===== config.mk =====
export PLATFORM = sky130hd
export DESIGN_NAME = per_timer
export DESIGN_NICKNAME = d
export VERILOG_FILES = /design/src/rtl/per_timer.sv
export SDC_FILE = /design/constraint.sdc
export NUM_CORES = 1
export LEC_CHECK = 0
export CAP_MARGIN = 25
export CORE_MARGIN = 5
export CORE_UTILIZATION = 40
export DETAILED_ROUTE_END_ITERATION = 16
export DONT_BUFFER_PORTS = 1
export MAX_ROUTING_LAYER = met4
export SYNTH_ARGS = -nofsm -noshare
export SYNTH_HDL_FRONTEND = slang
export SYNTH_SLANG_ARGS = --single-unit
export TNS_END_PERCENT = 50

===== constraint.sdc =====
create_clock -name clk -period 3.35 [get_ports clk]
set_input_delay 0.67 -clock clk [delete_from_list [all_inputs] [get_ports clk]]
set_output_delay 0.67 -clock clk [all_outputs]
set_load 0.01 [all_outputs]

===== src/rtl/per_timer.sv =====
// Memory-mapped 16-bit timer with a prescaler, four count modes and one compare register.
// It provides a combinational CPU read port and a registered interrupt request.
module per_timer #(
   parameter logic [15:0] BASE = 16'h0160,
   parameter int          SIZE = 16
) (
   input  logic        clk,
   input  logic        rst,
   input  logic [15:0] MAB_in,
   input  logic [15:0] MDB_in,
   input  logic        MW,
   input  logic        BW,
   output logic [15:0] MDB_out,
   output logic        PER_hit,
   output logic        IRQ
);

   typedef enum logic {DIR_UP = 1'b0, DIR_DOWN = 1'b1} dir_t;

   localparam logic [15:0]     TAR_ADDR = BASE + 16'h0010;
   localparam logic [15:0]     CCR_ADDR = BASE + 16'h0012;
   localparam logic [1:0]      MC_STOP  = 2'b00;
   localparam logic [1:0]      MC_UP    = 2'b01;
   localparam logic [1:0]      MC_CONT  = 2'b10;
   localparam logic [1:0]      MC_UPDN  = 2'b11;
   localparam logic [SIZE-1:0] CNT_ONE  = {{(SIZE-1){1'b0}}, 1'b1};

   function automatic logic [15:0] merge_write(input logic [15:0] old_val, input logic [15:0] din,
                                               input logic byte_acc, input logic hi_byte);
      logic [15:0] res;
      if (!byte_acc) begin
         res = din;
      end else if (hi_byte) begin
         res = {din[7:0], old_val[7:0]};
      end else begin
         res = {old_val[15:8], din[7:0]};
      end
      return res;
   endfunction

   logic [1:0]      id_r, mc_r;
   logic            ie_r, ifg_r, irq_r;
   logic [SIZE-1:0] tar_r, ccr0_r;
   logic [2:0]      pre_r;
   dir_t            dir_r;

   logic            hit_ctl_s, hit_tar_s, hit_ccr_s;
   logic            wr_ctl_s, wr_tar_s, wr_ccr_s, clr_s;
   logic [15:0]     ctl_rd_s, tar_rd_s, ccr_rd_s, word_s;
   logic [15:0]     ctl_new_s, tar_new_s, ccr_new_s;
   logic [2:0]      pre_max_s, pre_nxt_s;
   logic            run_s, tick_s, hw_ifg_s;
   logic [SIZE-1:0] tar_cnt_s, tar_nxt_s;
   dir_t            dir_cnt_s, dir_nxt_s;
   logic [1:0]      id_nxt_s, mc_nxt_s;
   logic            ie_nxt_s, ifg_nxt_s;
   logic [SIZE-1:0] ccr_nxt_s;

   assign hit_ctl_s = (MAB_in[15:1] == BASE[15:1]);
   assign hit_tar_s = (MAB_in[15:1] == TAR_ADDR[15:1]);
   assign hit_ccr_s = (MAB_in[15:1] == CCR_ADDR[15:1]);
   assign PER_hit   = hit_ctl_s | hit_tar_s | hit_ccr_s;

   assign ctl_rd_s  = {8'h00, id_r, mc_r, 2'b00, ie_r, ifg_r};
   assign tar_rd_s  = 16'(tar_r);
   assign ccr_rd_s  = 16'(ccr0_r);

   assign wr_ctl_s  = MW & hit_ctl_s;
   assign wr_tar_s  = MW & hit_tar_s;
   assign wr_ccr_s  = MW & hit_ccr_s;
   assign ctl_new_s = merge_write(ctl_rd_s, MDB_in, BW, MAB_in[0]);
   assign tar_new_s = merge_write(tar_rd_s, MDB_in, BW, MAB_in[0]);
   assign ccr_new_s = merge_write(ccr_rd_s, MDB_in, BW, MAB_in[0]);
   assign clr_s     = wr_ctl_s & ctl_new_s[2];

   // Read mux: selected register, optionally narrowed to the addressed byte.
   always_comb begin
      word_s = 16'h0000;
      if (hit_ctl_s) begin
         word_s = ctl_rd_s;
      end else if (hit_tar_s) begin
         word_s = tar_rd_s;
      end else if (hit_ccr_s) begin
         word_s = ccr_rd_s;
      end else begin
         word_s = 16'h0000;
      end
      if (BW) begin
         MDB_out = MAB_in[0] ? {8'h00, word_s[15:8]} : {8'h00, word_s[7:0]};
      end else begin
         MDB_out = word_s;
      end
   end

   // Prescaler terminal value for the selected divide ratio.
   always_comb begin
      case (id_r)
         2'd0:    pre_max_s = 3'd0;
         2'd1:    pre_max_s = 3'd1;
         2'd2:    pre_max_s = 3'd3;
         2'd3:    pre_max_s = 3'd7;
         default: pre_max_s = 3'd0;
      endcase
   end

   assign run_s  = (mc_r != MC_STOP);
   assign tick_s = run_s && (pre_r == pre_max_s);

   // Count-mode behaviour on a prescaler tick, before CPU overrides.
   always_comb begin
      tar_cnt_s = tar_r;
      dir_cnt_s = dir_r;
      hw_ifg_s  = 1'b0;
      if (tick_s) begin
         case (mc_r)
            MC_UP: begin
               if (tar_r == ccr0_r) begin
                  tar_cnt_s = '0;
                  hw_ifg_s  = (ccr0_r != '0);
               end else begin
                  tar_cnt_s = tar_r + CNT_ONE;
               end
            end
            MC_CONT: begin
               tar_cnt_s = tar_r + CNT_ONE;
               hw_ifg_s  = (tar_r == '1);
            end
            MC_UPDN: begin
               if (ccr0_r == '0) begin
                  tar_cnt_s = tar_r;
               end else if (dir_r == DIR_UP) begin
                  if (tar_r == ccr0_r) begin
                     tar_cnt_s = tar_r - CNT_ONE;
                     dir_cnt_s = DIR_DOWN;
                  end else begin
                     tar_cnt_s = tar_r + CNT_ONE;
                  end
               end else begin
                  tar_cnt_s = tar_r - CNT_ONE;
                  if (tar_r == CNT_ONE) begin
                     hw_ifg_s  = 1'b1;
                     dir_cnt_s = DIR_UP;
                  end else begin
                     dir_cnt_s = DIR_DOWN;
                  end
               end
            end
            default: tar_cnt_s = tar_r;
         endcase
      end else begin
         tar_cnt_s = tar_r;
      end
   end

   // Next-state merge: CPU writes and CLR take priority, except a hardware IFG set wins.
   always_comb begin
      tar_nxt_s = tar_cnt_s;
      pre_nxt_s = pre_r;
      dir_nxt_s = dir_cnt_s;
      id_nxt_s  = id_r;
      mc_nxt_s  = mc_r;
      ie_nxt_s  = ie_r;
      ifg_nxt_s = ifg_r;
      ccr_nxt_s = ccr0_r;
      if (wr_tar_s) begin
         tar_nxt_s = tar_new_s[SIZE-1:0];
      end else if (clr_s) begin
         tar_nxt_s = '0;
      end else begin
         tar_nxt_s = tar_cnt_s;
      end
      if (clr_s || tick_s) begin
         pre_nxt_s = 3'd0;
      end else if (run_s) begin
         pre_nxt_s = pre_r + 3'd1;
      end else begin
         pre_nxt_s = pre_r;
      end
      if (clr_s || (wr_ctl_s && (ctl_new_s[5:4] == MC_UPDN) && (mc_r != MC_UPDN))) begin
         dir_nxt_s = DIR_UP;
      end else begin
         dir_nxt_s = dir_cnt_s;
      end
      if (wr_ctl_s) begin
         id_nxt_s  = ctl_new_s[7:6];
         mc_nxt_s  = ctl_new_s[5:4];
         ie_nxt_s  = ctl_new_s[1];
         ifg_nxt_s = ctl_new_s[0] | hw_ifg_s;
      end else begin
         ifg_nxt_s = ifg_r | hw_ifg_s;
      end
      if (wr_ccr_s) begin
         ccr_nxt_s = ccr_new_s[SIZE-1:0];
      end else begin
         ccr_nxt_s = ccr0_r;
      end
   end

   // State registers with asynchronous clear.
   always_ff @(posedge clk or negedge rst) begin
      if (!rst) begin
         id_r   <= 2'b00;
         mc_r   <= 2'b00;
         ie_r   <= 1'b0;
         ifg_r  <= 1'b0;
         irq_r  <= 1'b0;
         tar_r  <= '0;
         ccr0_r <= '0;
         pre_r  <= 3'd0;
         dir_r  <= DIR_UP;
      end else begin
         id_r   <= id_nxt_s;
         mc_r   <= mc_nxt_s;
         ie_r   <= ie_nxt_s;
         ifg_r  <= ifg_nxt_s;
         irq_r  <= ie_nxt_s & ifg_nxt_s;
         tar_r  <= tar_nxt_s;
         ccr0_r <= ccr_nxt_s;
         pre_r  <= pre_nxt_s;
         dir_r  <= dir_nxt_s;
      end
   end

   assign IRQ = irq_r;

endmodule

After elaboration in Yosys (flattened, before gate mapping) --
Cells that the tools add are included.
Cells by class: bitwise operators 9, add/sub/neg operators 3, equal/unequal tests 21, mux-type cells 35, reductions and logical operators 20
Operators with widths (number):
- 2-to-1 mux 16 bit | 13
- one-hot mux 16 bit (3 select lines) | 1
- equality test 15 x 8 -> 1 bit, second input constant | 3
- 2-to-1 mux 8 bit | 3
- adder 16 x 1 -> 16 bit, second input constant | 1
- equality test 16 x 1 -> 1 bit, second input constant | 1
- equality test 16 bit | 1
- equality test 16 bit, second input constant | 1
- logical NOT 16 bit | 1
- nonzero test 16 bit | 1
- subtractor 16 x 1 -> 16 bit, second input constant | 1
- 2-to-1 mux 1 bit | 14
- one-hot mux 3 bit (4 select lines) | 1
- equality test 2 bit, second input constant | 5
- AND reduction 4 bit | 2
- nonzero test 2 bit | 4
- 2-to-1 mux 3 bit | 2
- != test 2 bit, second input constant | 3
- != test 3 bit, second input constant | 2
- AND reduction 2 bit | 3
- bitwise AND 1 bit | 5
- nonzero test 5 bit | 1
- equality test 2 x 1 -> 1 bit, second input constant | 2
- != test 4 bit, second input constant | 1
- 10 further kinds | 16
Storage, ports and cells: logic and storage cells 99, register bits 43, bits of input ports 36, output and inout port bits 18

Logic depth before layout (Yosys ltp) --
depth after elaboration 9, mapped depth 9, mapped depth without buffers 8

Least setup slack after synthesis --
Ideal clock, no wire load.
path type register -> register, from register tar_r[9], to register irq_r (netlist: IRQ), arrival 2.727 ns, setup slack 0.557 ns, clock period less this slack 2.793 ns, stages on the path, launching flop included 9, path through dfrtp_1 > buf_6 > or4_4 > or4_4 > or4_4 > mux2_4 > o32a_1 > o21ai_2 > and2_1
Between the ends: cells in the longest elaborated chain, start to end 9, elaborated cells on any way between the ends 13, classes of those cells eq/ne (3); mux (7); bitwise (3)
Ends and longest elaborated chain:
- start: declaration | line 43 | logic [SIZE-1:0] tar_r, ccr0_r;
- start signal: assignment | line 217 | tar_r <= tar_nxt_s;
- equality test 16 x 1 -> 1 bit | line 140 | if (tar_r == CNT_ONE) begin
- 2-to-1 mux 1 bit | line 140
- 2-to-1 mux 1 bit | line 131 | end else if (dir_r == DIR_UP) begin
- 2-to-1 mux 1 bit | line 129 | if (ccr0_r == '0) begin
- one-hot mux 1 bit (3 select lines) (*) | line 115 | case (mc_r)
- 2-to-1 mux 1 bit (*) | line 114 | if (tick_s) begin
- bitwise OR 1 bit (on tied branches) | line 190, 188
- 2-to-1 mux 1 bit (*) | line 184 | if (wr_ctl_s) begin
- via ifg_nxt_s | line 56 | logic ie_nxt_s, ifg_nxt_s;
- bitwise AND 1 bit (*) | line 216 | irq_r <= ie_nxt_s & ifg_nxt_s;
- end signal: assignment | line 216
- end: declaration | line 42 | logic ie_r, ifg_r, irq_r;
The timed path passes the listed nets; every way through them passes the cells marked *. A chain may end at the register's enable or synchronous reset.

Worst setup path in the final report --
Same ends and word-level chain as after synthesis.

==> results.md <==
- The predominant post-synthesis flop cell is dfrtp_1.
- After Yosys synthesis, XOR and XNOR cells account for approximately 5.3% of the synthesized area.
- Dividing the detail-routed wire length by the instance count gives about 22 µm.
- Counting the buffers created by CTS gives 5.
- In this run, distinct cell masters in the synthesized netlist total 64.
- Clock-pin slew was measured on the worst setup and hold paths at approximately 0.09 ns.
- The number of flip-flops and latches in the synthesized netlist is between 40 and 50.
- The portion of synthesized area spent on multiplexers is 10.0%.
- The count of TritonRoute iterations in the first routing pass is 5.
- The worst path needs between 2 and 3 ns of the cycle, external delays included.
- The region available for standard cell placement spans 8640 µm².
- The post-synthesis adder-cell area fraction is 1.43%.
- The data required time of the worst path is ~3.6 ns.
- The category of the critical setup timing path is flop to flop.
- The clock share of power is between 40% and 50%.
- The mean number of vias per cell is between 6 and 7.
- The antenna diode count is 0.
- The slew at the pin closest to its max-slew limit is around 0.96 ns.
- Measured against its own limit, the worst slew margin works out to a little over a third.
- The total area of sequential cells is between 1000 and 1500 µm².
- The number of failing setup endpoints in the final timing report is 0.
- The number of cells on the worst reg-to-reg path is 7.
- The total of fill cells in the finished design is ~870.
- The number of enable flip-flop cells after synthesis is 0.
- The leakage power figure is about 1.5 nW.
- After synthesis, the share of flip-flops with an asynchronous set or reset is 100%.
- CTS built an H-tree with a depth of 2.
- The total number of vias is 3480.
- The die covers between 10000 and 15000 µm².
- After detailed routing, the total wire length is roughly 12 mm.
- The number of clock sinks is 43.
- The largest incremental delay on the critical path is approximately 0.57 ns.
- The utilization after layout is a little over two fifths.
- During I/O placement, the number of pins put on the boundary was 54.
- Of the total power, the share spent switching nets is between 20% and 30%.
- The worst reg-to-reg setup slack is slightly above 0.4 ns.
- The number of port buffers is 0.
- The congestion estimate from routability-driven global placement came to 0.976.
- On the final layout, the worst clock skew is approximately 0.0062 ns.
- The number of buffer and inverter instances along the worst setup path is 0.
- Entering global routing, the biggest net connects 44 pins.
- The aggregate global-route resource usage is between 20% and 30%.
- Sequential elements use between 30% and 40% of the synthesized area.
- The synthesized area is ~3500 µm².
- The detailed-route DRC error count is 0.
- The cell class contributing the biggest share of worst-path delay is simple AND/OR/NAND/NOR gates.
- At the end of the flow, the number of nets in the layout was 468.
- Counting buffers and inverters, the worst setup path is 7 cells deep.
- In the layout the commonest cells are nor2_1 (47), dfrtp_1 (43), nand2_1 (32).
- The number of gates resized after cts is 0.
- The die is 104 µm tall.
- The clock insertion delay at the later pin of the skew report is slightly above 0.3 ns.
- Following the worst setup path forward leads to its endpoint at IRQ.
- The area fraction in compound gates after synthesis is a little under a quarter.
- The most common cell after layout, fill and taps aside is nor2_1.
- The row count is 34.
- In this run the deepest clock path goes through 2 buffers.
- The worst hold slack across all endpoints is 0.0479 ns.
- Setup repair after global routing left no endpoint under its margin.
- The via count of the first global-routing pass is approximately 3400.
- The number of instances in the synthesized netlist is around 430.
- The remaining antenna violation count after routing is 0.
- The average cell area after synthesis is ~8.1 µm².
- The worst hold-check path type is primary input to async pin.
- The clock tree root buffer cell is clkbuf_8.
- The flow ran to the end, and the final reports show no timing, DRC or antenna violations.
- The worst-case IR drop observed on VDD is 0.143 mV.
- The Yosys step of the flow raised 0 warnings.
- Of the cells placed in the final design, the portion with a size suffix greater than 1 is between 10% and 20%.
- The startpoint of the lowest-slack register-to-register path is tar_r[9].
- The global-route wire length before repair is approximately 19 mm.
- The worst setup path is captured at a flop.
- The post-CTS setup repair buffer count is 0.
- The internal power of the cells totals approximately 840 µW.
- The initial utilization of the core area, before any placement, comes to roughly two fifths.
- The final period utilization is between 80% and 90%.
- Dividing total power by cell area gives a power density of around 290 nW/µm².
- For this design, the slowest cell found on the critical path is or4_4.
- After global routing the overflow that remains totals 0.
- In this run the horizontal extent of the chip is just over 100 µm.
- The cell that appears most often on the critical path is or4_4.
- Walking the worst path, the cells encountered are or4_4 -> or4_4 -> or4_4 -> mux2_4 -> o32a_1 -> o21ai_2 -> and2_1.
- The detailed router finished its first iteration with about 400 violations.
- The proportion of power drawn by combinational gates is 5.6%.
- After synthesis, the largest family of logic cells by area is simple AND/OR/NAND/NOR gates.
- The number of hold-slack violations in the final timing report is 0.
- Registers are responsible for slightly below 50% of the overall power.
- After routing, the total negative slack on setup checks comes to 0 ns.
- Based on the critical path, the design can be clocked at up to 0.341 GHz.
- In this run, post-CTS hold repair placed 0 buffers.
- The CTS tree is built.
- The initial antenna violation count is 0.
- The critical path data arrival time is between 3 and 4 ns.
- The synthesized netlist devotes around 25% of its cell area to simple gates.
- The total nets after synthesis is between 400 and 500.
- In the final layout, the multi-input gates occupy around 2300 µm².
- The power spent charging and discharging nets is between 200 and 250 µW.
- The timing startpoint of the critical path is tar_r[9].
- The half-perimeter wire length after detailed placement is around 9 mm.
- The max capacitance violation total is 0.
- The critical-path maximum fanout is 8.
- The endpoint identified for the worst register-to-register timing path is IRQ.
- The worst setup path is launched from a flop.
- The number of pins exceeding their max-slew limit in the final report was 0.
- The relative area change from synthesis to final layout is 7.82%.
[worst min-delay path by stage]
stage	from	endpoint	slack [ns]	cells after the start
final	rst	ccr0_r[12]	0.05	0
after global routing	rst	ifg_r	0.03	0
after floorplan	rst	IRQ	0.37	0
after global placement	rst	ccr0_r[12]	0.38	0
after detailed placement	rst	ccr0_r[12]	0.38	0
after CTS	rst	ifg_r	0.05	0
[sequential cells by signal, summed over array words and instances (netlist names)]
| register | cells |
|---|---|
| mc_r | 2 |
| dir_r | 1 |
| pre_r | 3 |
| ie_r | 1 |
| IRQ | 1 |
| id_r | 2 |
| ifg_r | 1 |
| tar_r | 16 |
| ccr0_r | 16 |
[worst reg2reg max path, stage by stage, from the launching register on]
cell and delay, ns:
dfrtp_1 0.48, or4_4 0.57, or4_4 0.45, or4_4 0.51, mux2_4 0.27, o32a_1 0.34, o21ai_2 0.14, and2_1 0.14
[power groups by stage]
stage / clock network (mW) / registers, mW / logic, mW
finish: 0.499 / 0.523 / 0.0608
detailed placement: 0 / 0.534 / 0.0589
CTS: 0.502 / 0.523 / 0.0594
global placement: 0 / 0.534 / 0.0594
global route: 0.523 / 0.524 / 0.0657
floorplan: 0 / 0.533 / 0.0487
[final cells by class]
| class | count | area share (%) |
|---|---|---|
| repair buffers | 16 | 3.18 |
| flip-flops and latches | 43 | 28.5 |
| well taps | 108 | 3.58 |
| clock buffers | 5 | 1.82 |
| inverters | 12 | 1.19 |
| multi-input cells | 350 | 59.9 |
| clock inverters | 3 | 1.79 |
[logic make-up after synthesis]
group,Yosys count
simple gates,169
fa+ha+maj,4
flops,43
compound gates,123
xor+xnor,21
mux,33
buf+inv,41
[cell usage after synthesis (all sizes together), types with 6 or more instances]
master  count  area share, %
inv        11            1.2
dfrtp      43             31
xor2       18            4.5
mux2i      20            5.7
o21ai      32            4.7
a21oi      29            4.1
clkbuf     24            2.6
o22a        8            2.0
nor4       14            2.5
nor2       47            5.0
mux2       13            4.3
nand4      11            2.0
a31oi       6            1.1
nand2      32            3.4
nor2b      12            2.1
nor3       11            1.6
or3         9            1.6
nand3      11            1.6
[per-stage QoR]
step / power [mW] / instances / cell area, µm² / setup WS [ns]
finish: 1.08 / 537 / 3780 / 0.416
global route: 1.11 / 537 / 3780 / 0.242
CTS: 1.08 / 537 / 3780 / 0.409
detailed placement: 0.593 / 529 / 3640 / 0.379
global placement: 0.593 / 529 / 3640 / 0.421
floorplan: 0.582 / 434 / 3500 / 0.557
[metal layers]
metal / global-route usage (%) / up-vias / routed length (µm)
met4: 7.78 / 0 / 333
met3: 5.41 / 26 / 969
met2: 32.5 / 164 / 5490
li1: - / 1595 / -
met5: - / - / 0
met1: 30.7 / 1695 / 5210
Note: power is estimated with default switching activity, not from simulation.
